<file path="src/rtl/dedup_stream_if.sv">
// Generator handshake bundle for dedup_stream: caller-side ready/valid/done plus the
// child-source ready/valid/done channel the stage drives as a caller.
interface dedup_stream_if #(
  parameter int WIDTH = 32
);
  logic                    _start;
  logic                    _ready;
  logic                    _valid;
  logic                    _done;
  logic signed [WIDTH-1:0] _0;
  logic                    _src_start;
  logic                    _src_ready;
  logic                    _src_valid;
  logic                    _src_done;
  logic signed [WIDTH-1:0] _src_0;

  modport slave (
    input  _start, _ready, _src_valid, _src_done, _src_0,
    output _valid, _done, _0, _src_start, _src_ready
  );

  modport master (
    output _start, _ready, _src_valid, _src_done, _src_0,
    input  _valid, _done, _0, _src_start, _src_ready
  );
endinterface

</file>
<file path="src/rtl/dedup_stream.sv">
// Re-emits a child generator's stream with runs of equal consecutive values collapsed
// to one beat; presents the standard generator interface upward.
module dedup_stream #(
  parameter int WIDTH = 32
) (
  input logic           _clock,
  input logic           _reset,
  dedup_stream_if.slave bus
);

  typedef enum logic {S_DONE, S_FETCH} state_t;

  state_t                  r_state, w_state_nxt;
  logic                    r_valid, w_valid;
  logic                    r_done, w_done;
  logic                    r_src_start, w_src_start;
  logic                    r_src_ready, w_src_ready;
  logic                    r_first, w_first;
  logic signed [WIDTH-1:0] r_data, w_data;
  logic signed [WIDTH-1:0] r_last, w_last;

  logic w_advance;
  logic w_accept;
  logic w_emit;

  always_comb begin
    w_advance = bus._ready || !r_valid;
    w_accept  = r_src_ready && bus._src_valid;
    w_emit    = r_first || (bus._src_0 != r_last);
  end

  always_ff @(posedge _clock) begin
    r_state     <= w_state_nxt;
    r_valid     <= w_valid;
    r_done      <= w_done;
    r_src_start <= w_src_start;
    r_src_ready <= w_src_ready;
    r_first     <= w_first;
    r_data      <= w_data;
    r_last      <= w_last;
  end

  // Start wins over reset; source done ends the stream whether or not a beat was taken.
  always_comb begin
    w_state_nxt = r_state;
    if (bus._start) begin
      w_state_nxt = S_FETCH;
    end else if (_reset) begin
      w_state_nxt = S_DONE;
    end else if (w_advance && r_state == S_FETCH && bus._src_done) begin
      w_state_nxt = S_DONE;
    end
  end

  always_comb begin
    w_done      = 1'b0;
    w_valid     = bus._ready ? 1'b0 : r_valid;
    w_src_start = r_src_start;
    w_src_ready = r_src_ready;
    w_first     = r_first;
    w_data      = r_data;
    w_last      = r_last;
    if (bus._start) begin
      w_first     = 1'b1;
      w_src_start = 1'b1;
      w_src_ready = 1'b0;
    end else if (_reset) begin
      w_src_start = 1'b0;
      w_src_ready = 1'b0;
      w_valid     = 1'b0;
      w_data      = '0;
    end else if (w_advance) begin
      case (r_state)
        S_DONE: w_done = 1'b1;
        S_FETCH: begin
          w_src_start = 1'b0;
          w_src_ready = 1'b1;
          if (w_accept) begin
            w_src_ready = 1'b0;
            if (!bus._src_done && w_emit) begin
              w_data  = bus._src_0;
              w_last  = bus._src_0;
              w_first = 1'b0;
              w_valid = 1'b1;
            end
          end
        end
        default: w_done = 1'b0;
      endcase
    end
  end

  assign bus._valid     = r_valid;
  assign bus._done      = r_done;
  assign bus._0         = r_data;
  assign bus._src_start = r_src_start;
  assign bus._src_ready = r_src_ready;

endmodule

</file>
<file path="src/flat_wrapper.sv">
// flat-port wrapper written by rule: the top's interface ports become plain ports
module dedup_stream_flat 
#(
  parameter int WIDTH = 32
)
  (_clock, _reset, bus__start, bus__ready, bus__src_valid, bus__src_done, bus__src_0, bus__valid, bus__done, bus__0, bus__src_start, bus__src_ready);
  dedup_stream_if #(.WIDTH(WIDTH)) bus_i ();
  input logic _clock;
  input logic _reset;
  input wire logic [$bits(bus_i._start)-1:0] bus__start;
  input wire logic [$bits(bus_i._ready)-1:0] bus__ready;
  input wire logic [$bits(bus_i._src_valid)-1:0] bus__src_valid;
  input wire logic [$bits(bus_i._src_done)-1:0] bus__src_done;
  input wire logic [$bits(bus_i._src_0)-1:0] bus__src_0;
  output wire logic [$bits(bus_i._valid)-1:0] bus__valid;
  output wire logic [$bits(bus_i._done)-1:0] bus__done;
  output wire logic [$bits(bus_i._0)-1:0] bus__0;
  output wire logic [$bits(bus_i._src_start)-1:0] bus__src_start;
  output wire logic [$bits(bus_i._src_ready)-1:0] bus__src_ready;
  assign bus_i._start = bus__start;
  assign bus_i._ready = bus__ready;
  assign bus_i._src_valid = bus__src_valid;
  assign bus_i._src_done = bus__src_done;
  assign bus_i._src_0 = bus__src_0;
  assign bus__valid = bus_i._valid;
  assign bus__done = bus_i._done;
  assign bus__0 = bus_i._0;
  assign bus__src_start = bus_i._src_start;
  assign bus__src_ready = bus_i._src_ready;
  dedup_stream #(.WIDTH(WIDTH)) u_core (._clock(_clock), ._reset(_reset), .bus(bus_i));
endmodule
</file>
<file path="config.mk">
export PLATFORM = sky130hd
export DESIGN_NAME = dedup_stream_flat
export DESIGN_NICKNAME = d
export VERILOG_FILES = /design/src/rtl/dedup_stream_if.sv /design/src/rtl/dedup_stream.sv /design/src/flat_wrapper.sv
export SDC_FILE = /design/constraint.sdc
export NUM_CORES = 1
export LEC_CHECK = 0
export ABC_AREA = 1
export CORE_AREA = 3 3 80 82
export CTS_CLUSTER_SIZE = 40
export DETAILED_ROUTE_END_ITERATION = 10
export DIE_AREA = 0 0 83 85
export GPL_ROUTABILITY_DRIVEN = 0
export PLACE_DENSITY = 0.88
export SYNTH_ARGS = -nofsm -noshare
export SYNTH_HDL_FRONTEND = slang
export SYNTH_SLANG_ARGS = --single-unit
</file>
<file path="constraint.sdc">
create_clock -name _clock -period 8.8 [get_ports _clock]
set_input_delay 2.64 -clock _clock [delete_from_list [all_inputs] [get_ports _clock]]
set_output_delay 2.64 -clock _clock [all_outputs]
set_load 0.1 [all_outputs]
</file>
==> impl_metrics.ini, run 1 <==
[worst_setup_path]
path_max_fanout = 32
cp.buffers_inverters = 2
endpoint_kind = register
crit_path_frequent_cell = nand2_1
crit_chain = clkdlybuf4s50_1 -> nand2_1 -> nand2_1 -> inv_1 -> nand2_1 -> nor2_1 -> nand2_1 -> nor2_2 -> nand3_2 -> nand2_1 -> a21oi_4
critical_path_arrival_ns = 4.59
slowest_delay_ns = 0.83
crit_slowest_cell = a21oi_4
cp_top_family = compound AO/OA/AOI/OAI gates
criticalPathCategory = input pin to register
crit_path_start_kind = input pin
cp_data_required_time_ns = 8.75

[pwr]
total_power_mw = 0.725
ir_drop_v = 0.000131
leakagePower_nw = 1.64
pwr_density_cell_nw_per_um2 = 183

[run_status]
status = finished clean

[yosys]
synth_top_area_share = 0.654
synth_seq_cells = 70
synthArstFlopShare = 0
synth_edf_count = 64
yosysWarnings = 0
synth_common_cells = edfxtp_1, nand2_1, inv_1, nor2_1, o21ai_0
syn-num-nets = 318
avgSynthCellArea_um2 = 10.5
synthTopCellsByArea = edfxtp_1, nand2_1, inv_1
synthFlopType = edfxtp_1
yosysSeqAreaShare = 0.695
yosysUniqueCellTypes = 22
yosysTopAreaCell = edfxtp_1
syn_inst = 280
syn_area_um2 = 2940
synth_most_common_cell = edfxtp_1

[detailed_routing]
finalWirelength_um = 5680
drt_iter0_markers = 128
num_vias = 2025
first_pass_iters = 4
drtAntennaViolNets = 0
viasPerCell = 4.58
wl_per_cell_um = 12.9
drc = 0

[layout]
nets = 400
multi_input_area_um2 = 667
regArea_um2 = 2040
fillers = 461
postLayoutCellArea_um2 = 3960
area_delta_synth_final_pct = 34.6
drive_above_1_share = 0.0736
num_antenna_cells = 0

[sta]
fmax_mhz = 216
slew_violations = 0
finalCritPeriodShare = 0.527
rsz0062_at_grt = no
min_period_ns = 4.64
setup_viol = 0
finClkSkew_ns = 0.0136
hold_violations = 0
hold_slack_ns = 0.460
timing.setup.tns_ns = 0
tightest_slew_ns = 1.02
relSlewSlack = 0.316

[grt]
track_usage = 0.173
grt_pass1_vias = 1992
gr-total-overflow = 0
grt_max_degree = 36
antenna_found_initial = 0
grt_pass1_wl_um = 9360

[clock_tree]
cts_sinks = 70
htree_num_levels = 3
clkTransAtPathRegs_ns = 0.07
cts_buffer_depth = 2
cts_resized = 0
post-cts-setup-buffer-count = 0
tritoncts = done
cts.hold.buffers_added = 0
numCtsBuffers = 9
root_buffer = clkbuf_8
clk_latency_ns = 0.34

[floorplan]
coreArea_um2 = 5820
boundaryPins = 74
rows = 28
initial_core_util = 0.505
die_w_um = 83
die_h_um = 85
design.die.area_um2 = 7060

[worst_hold_path]
hp-class = register to register

[place]
place_hpwl_um = 4090
dpl-instance-area_um2 = 3770
numPortBuffers = 73

[job]
cap_viol_max_count = 0
[registers in the layout (all words and copies together) (netlist names)]
signal and cells:
u_core.bus._src_ready 1, u_core.bus._0 32, u_core.r_last 32, u_core.bus._valid 1
u_core.bus._done 1, u_core.r_state 1, u_core.bus._src_start 1, u_core.r_first 1
[cell families (layout without fill, tap and decap cells)]
| kind of cell | count (synthesis) | count (layout) | share of synthesized area |
|---|---|---|---|
| AND/OR/NAND/NOR | 117 | 117 | 0.159 |
| XOR/XNOR | 10 | 10 | 0.0298 |
| buffers and inverters | 64 | 151 | 0.0822 |
| flip-flops | 70 | 70 | 0.695 |
| AO/OA/AOI/OAI | 19 | 19 | 0.0341 |
[cells in the final DEF, fill, tap and decap left out, types with 2 or more instances in the layout]
cell and instances:
clkdlybuf4s50_1 73, buf_4 2, edfxtp_1 64, nand3_2 2
inv_2 5, dfxtp_1 6, clkbuf_8 12, nor2_2 2
o21ai_1 3, xnor2_1 7, nand2_1 56, inv_1 55
clkbuf_1 3, o21ai_0 8, nand3_1 4, xor2_1 3
nor2_1 50, a21oi_1 4
[path summary, 6_finish.rpt]
kind | from | to | slack (ns) | depth (start not counted)
min | u_core.r_state | u_core.bus._done | 0.46 | 1
max | bus__src_0[25] | u_core.bus._0[23] | 4.16 | 11
max reg2reg | u_core.r_last[17] | u_core.bus._0[23] | 6.56 | 11
min reg2reg | u_core.r_state | u_core.bus._done | 0.46 | 1
[per-stage QoR]
stage	util	cells	worst slack (ns)
final	0.680	442	4.16
after floorplan	-	280	3.65
after global routing	0.680	442	3.98
after CTS	0.680	442	4.13
after detailed placement	0.649	426	3.78
after global placement	0.649	426	3.85
[power breakdown]
part	switching [mW]	total [mW]	internal, mW
logic	0.0792	0.113	0.0342
registers	0.00264	0.375	0.373
clock network	0.111	0.236	0.126
total	0.193	0.725	0.532
[layer usage]
metal	up-vias	track usage	share of wire
met2	55	0.302	0.51
met3	8	0.0524	0.057
li1	1046	-	-
met4	0	0.0788	0.018
met5	-	0	0
met1	916	0.196	0.41
[final cells by class]
type,instances,share of cell area
sequential,70,0.516
clock inverter,1,0.00127
timing repair buffer,75,0.189
clock buffer,15,0.0446
inverter,60,0.0569
multi-input combinational,146,0.169
tap,75,0.0237
(Power assumes the default switching activity.)
==> run 2: changes to the inputs <==
--- a/config.mk
+++ b/config.mk
@@ -6,12 +6,12 @@
 export NUM_CORES = 1
 export LEC_CHECK = 0
 export ABC_AREA = 1
-export CORE_AREA = 3 3 80 82
+export CORE_AREA = 3 3 82 84
 export CTS_CLUSTER_SIZE = 40
 export DETAILED_ROUTE_END_ITERATION = 10
-export DIE_AREA = 0 0 83 85
+export DIE_AREA = 0 0 85 87
 export GPL_ROUTABILITY_DRIVEN = 0
-export PLACE_DENSITY = 0.88
+export PLACE_DENSITY = 0.85
 export SYNTH_ARGS = -nofsm -noshare
 export SYNTH_HDL_FRONTEND = slang
 export SYNTH_SLANG_ARGS = --single-unit
==> constraint.sdc (replaced) <==
create_clock -name _clock -period 4.61 [get_ports _clock]
set_input_delay 1.383 -clock _clock [delete_from_list [all_inputs] [get_ports _clock]]
set_output_delay 1.383 -clock _clock [all_outputs]
set_load 0.1 [all_outputs]
==> impl_metrics.ini, run 2 (synthesized netlist as in run 1, its figures left out) <==
[pwr]
pwr_density_cell_nw_per_um2 = 363
ir_drop_v = 0.000301
leakagePower_nw = 1.65

[sta]
setup_viol = 0
rsz0062_at_grt = no
timing.setup.tns_ns = 0
slew_violations = 0
finalCritPeriodShare = 0.736
relSlewSlack = 0.294
min_period_ns = 3.39
setup_ws_ns = 1.22
hold_violations = 0
finClkSkew_ns = 0.00959
fmax_mhz = 295
tightest_slew_ns = 1.06

[worst_setup_path]
slowest_delay_ns = 0.85
crit_slowest_cell = a21oi_4
critical_path_arrival_ns = 3.34
criticalPathCategory = input pin to register
cp_data_required_time_ns = 4.56
cp_top_family = compound AO/OA/AOI/OAI gates
path_max_fanout = 32
crit_path_frequent_cell = nand2_1
cp.buffers_inverters = 2
ff2ff_path_depth = 11
rrSetupSlack_ns = 2.38
crit_path_start_kind = input pin
r2r_start = u_core.r_last[25]
r2r-end = u_core.bus._0[20]
crit_chain = clkdlybuf4s50_1 -> nand2_1 -> nand2_1 -> inv_1 -> nand2_1 -> nor2_1 -> nand2_1 -> nor2_2 -> nand3_2 -> nand2_1 -> a21oi_4
endpoint_kind = register

[detailed_routing]
first_pass_iters = 4
finalWirelength_um = 5660
num_vias = 2027
drtAntennaViolNets = 0
drc = 0
wl_per_cell_um = 12.8
viasPerCell = 4.58
drt_iter0_markers = 139

[floorplan]
die_w_um = 85
initial_core_util = 0.491
design.die.area_um2 = 7400
coreArea_um2 = 5990
rows = 28
boundaryPins = 74
die_h_um = 87

[clock_tree]
htree_num_levels = 3
cts_resized = 0
clk_latency_ns = 0.33
cts_sinks = 70
post-cts-setup-buffer-count = 0
root_buffer = clkbuf_8
numCtsBuffers = 9
cts.hold.buffers_added = 0
tritoncts = done
clkTransAtPathRegs_ns = 0.07
cts_buffer_depth = 2

[worst_hold_path]
hp-start = u_core.r_state
hold_depth = 1
min_to = u_core.bus._done
hp-class = register to register

[place]
numPortBuffers = 73
dp_slack_ns = 0.822
place_hpwl_um = 4040

[layout]
drive_above_1_share = 0.0734
nets = 401
final_cell_mix = clkdlybuf4s50_1, edfxtp_1, nand2_1, inv_1, nor2_1
mostFrequentLayoutCell = clkdlybuf4s50_1
num_antenna_cells = 0
area_delta_synth_final_pct = 35.6
fillers = 454

[grt]
grt_pass1_wl_um = 9160
track_usage = 0.163
antenna_found_initial = 0
grt_pass1_vias = 1941
gr-total-overflow = 0
grt_max_degree = 33

[run_status]
status = finished clean

[job]
cap_viol_max_count = 0
==> run 2: changes by cell type in the layout (fill, tap and decap cells not counted), sizes merged <==
cell,change
buf,+1
bufinv,+2
clkinv,+3
clkbuf,-5
==> run 2: worst register-to-register path, cell delays in order (launching register included) <==
cell and delay, ns:
edfxtp_1 0.37, inv_1 0.08, nand2_1 0.05, nand2_1 0.06, inv_1 0.03, nand2_1 0.08, nor2_1 0.05, nand2_1 0.07
nor2_2 0.04, nand3_2 0.07, nand2_1 0.10, a21oi_4 0.85
==> run 2: how the worst max path moves through the flow <==
stage	start	end	slack, ns	depth (start not counted)
2_1_floorplan	bus__src_0[9]	u_core.bus._0[0]	0.71	11
3_3_place_gp	bus__src_0[25]	u_core.bus._0[18]	0.88	11
3_5_place_dp	bus__src_0[25]	u_core.bus._0[18]	0.82	11
4_1_cts	bus__src_0[25]	u_core.bus._0[8]	1.17	11
5_1_grt	bus__src_0[25]	u_core.bus._0[8]	1.01	11
6_report	bus__src_0[25]	u_core.bus._0[20]	1.22	11
==> run 2: cell type report <==
class / instances / area (um^2) / area share
clock inverters: 6 / 76.3 / 0.0192
repair buffers: 76 / 753 / 0.189
clock buffers: 10 / 128 / 0.0320
well taps: 75 / 93.8 / 0.0235
inverters: 60 / 225 / 0.0565
multi-input cells: 146 / 667 / 0.167
flip-flops and latches: 70 / 2040 / 0.512
==> run 2: metal layers <==
| metal | up-vias | share of wire | track usage |
|---|---|---|---|
| li1 | 1047 | - | - |
| met1 | 917 | 0.46 | 0.215 |
| met2 | 54 | 0.47 | 0.258 |
| met3 | 9 | 0.050 | 0.0331 |
| met4 | 0 | 0.020 | 0.0777 |
| met5 | - | 0 | 0 |
==> run 2: power by group <==
group	internal (mW)	switching [mW]
clock network	0.299	0.217
logic	0.0658	0.151
registers	0.711	0.00518
==> run 2: per-stage QoR <==
stage | total power [mW] | util | instance area, um^2 | std cells | hold slack (ns)
final | 1.45 | 0.665 | 3990 | 443 | 0.476
after global routing | 1.50 | 0.665 | 3990 | 443 | 0.488
after CTS | 1.46 | 0.665 | 3990 | 443 | 0.472
after detailed placement | 0.948 | 0.631 | 3780 | 427 | 0.452
after global placement | 0.945 | 0.631 | 3780 | 427 | 0.444
after floorplan | 0.871 | - | 2940 | 280 | 0.423
==> run 3: changes to the inputs <==
--- a/config.mk
+++ b/config.mk
@@ -6,12 +6,12 @@
 export NUM_CORES = 1
 export LEC_CHECK = 0
 export ABC_AREA = 1
-export CORE_AREA = 3 3 82 84
+export CORE_AREA = 3 3 86 88
 export CTS_CLUSTER_SIZE = 40
 export DETAILED_ROUTE_END_ITERATION = 10
-export DIE_AREA = 0 0 85 87
+export DIE_AREA = 0 0 89 91
 export GPL_ROUTABILITY_DRIVEN = 0
-export PLACE_DENSITY = 0.85
+export PLACE_DENSITY = 0.81
 export SYNTH_ARGS = -nofsm -noshare
 export SYNTH_HDL_FRONTEND = slang
 export SYNTH_SLANG_ARGS = --single-unit
==> constraint.sdc (replaced) <==
create_clock -name _clock -period 3.02 [get_ports _clock]
set_input_delay 0.906 -clock _clock [delete_from_list [all_inputs] [get_ports _clock]]
set_output_delay 0.906 -clock _clock [all_outputs]
set_load 0.1 [all_outputs]
==> impl_metrics.ini, run 3 (synthesized netlist as in run 1, its figures left out) <==
[run_status]
status = finished clean

[pwr]
pwr_density_cell_nw_per_um2 = 525
ir_drop_v = 0.000229
total_power_mw = 2.04
leakagePower_nw = 1.69

[grt]
antenna_found_initial = 0
grt_pass1_vias = 2032
gr-total-overflow = 0
grt_util_met3 = 0.0372
grt-busiest-layer = met2
track_usage = 0.153
grt_pass1_wl_um = 9390
grt_max_degree = 33
grt_util_met1 = 0.187
grtUsageMet2 = 0.257

[job]
cap_viol_max_count = 0

[floorplan]
coreArea_um2 = 6720
die_w_um = 89
rows = 30
die_h_um = 91
initial_core_util = 0.437
design.die.area_um2 = 8100
boundaryPins = 74

[clock_tree]
root_buffer = clkbuf_8
tritoncts = done
htree_num_levels = 3
cts_buffer_depth = 2
cts_resized = 0
cts.hold.buffers_added = 0
post-cts-setup-buffer-count = 0
cts_sinks = 70
clk_latency_ns = 0.33
numCtsBuffers = 9
clkTransAtPathRegs_ns = 0.07

[worst_setup_path]
cp.buffers_inverters = 2
endpoint_kind = register
path_max_fanout = 32
crit_chain = clkdlybuf4s50_1 -> xnor2_1 -> nand2_1 -> nor2_1 -> nand2_1 -> nor2_2 -> nand3_2 -> nand2_1 -> a21oi_4 -> buf_12
crit_path_frequent_cell = nand2_1
critical_path_arrival_ns = 2.50
slowest_delay_ns = 0.52
crit_path_start_kind = input pin
cp_top_family = buffers and inverters
cp_data_required_time_ns = 3.09
criticalPathCategory = input pin to register
crit_slowest_cell = clkdlybuf4s50_1

[place]
dp_slack_ns = 0.237
dp.cells = 435
place_hpwl_um = 4290
dpl-instance-area_um2 = 3730
numPortBuffers = 73

[sta]
tightest_slew_ns = 0.522
hold_violations = 0
relSlewSlack = 0.649
min_period_ns = 2.42
hold_slack_ns = 0.468
setup_ws_ns = 0.597
timing.setup.tns_ns = 0
fmax_mhz = 413
slew_violations = 0
rsz0062_at_grt = no
finalCritPeriodShare = 0.802
finClkSkew_ns = 0.0104
setup_viol = 0

[layout]
fin_util = 0.578
postLayoutCellArea_um2 = 3890
area_delta_synth_final_pct = 32.2
final_cell_mix = edfxtp_1, nand2_1, inv_1, nor2_1, buf_4
nets = 404
final_cell_count_no_fill = 451
fillers = 585
num_antenna_cells = 0
regArea_um2 = 2040
multi_input_area_um2 = 667
mostFrequentLayoutCell = edfxtp_1
drive_above_1_share = 0.178

[detailed_routing]
num_vias = 2037
drtAntennaViolNets = 0
drc = 0
first_pass_iters = 5
viasPerCell = 4.52
finalWirelength_um = 5780
wl_per_cell_um = 12.8
drt_iter0_markers = 71

[worst_hold_path]
hp-class = register to register
## run 3: path summary, 6_finish.rpt
path                                         from                to  slack (ns)  cells past startpoint
worst min register to register     u_core.r_state  u_core.bus._done        0.47                      1
worst min-delay path               u_core.r_state  u_core.bus._done        0.47                      1
worst max-delay path               bus__src_0[20]  u_core.bus._0[9]        0.60                     10
worst max register to register  u_core.r_last[20]  u_core.bus._0[9]        1.25                      9
## run 3: report_power, final
group | switching [mW] | internal, mW | leakage [nW]
Combinational | 0.231 | 0.0965 | 0.961
Sequential | 0.00894 | 1.08 | 0.644
Clock | 0.324 | 0.296 | 0.0812
Total | 0.564 | 1.48 | 1.69
## run 3: area by class of cell
cell class              instances  area share
clock buffers                  13      0.0357
clock inverters                 3     0.00386
inverters                      60      0.0580
multi-input cells             146       0.172
flip-flops and latches         70       0.525
well taps                      80      0.0258
repair buffers                 79       0.180
## run 3: per-layer routing
layer  part of all wire  up-vias
met5                  0        -
met4             0.0095        0
met3              0.052        7
met2               0.50       52
met1               0.43      930
li1                   -     1048
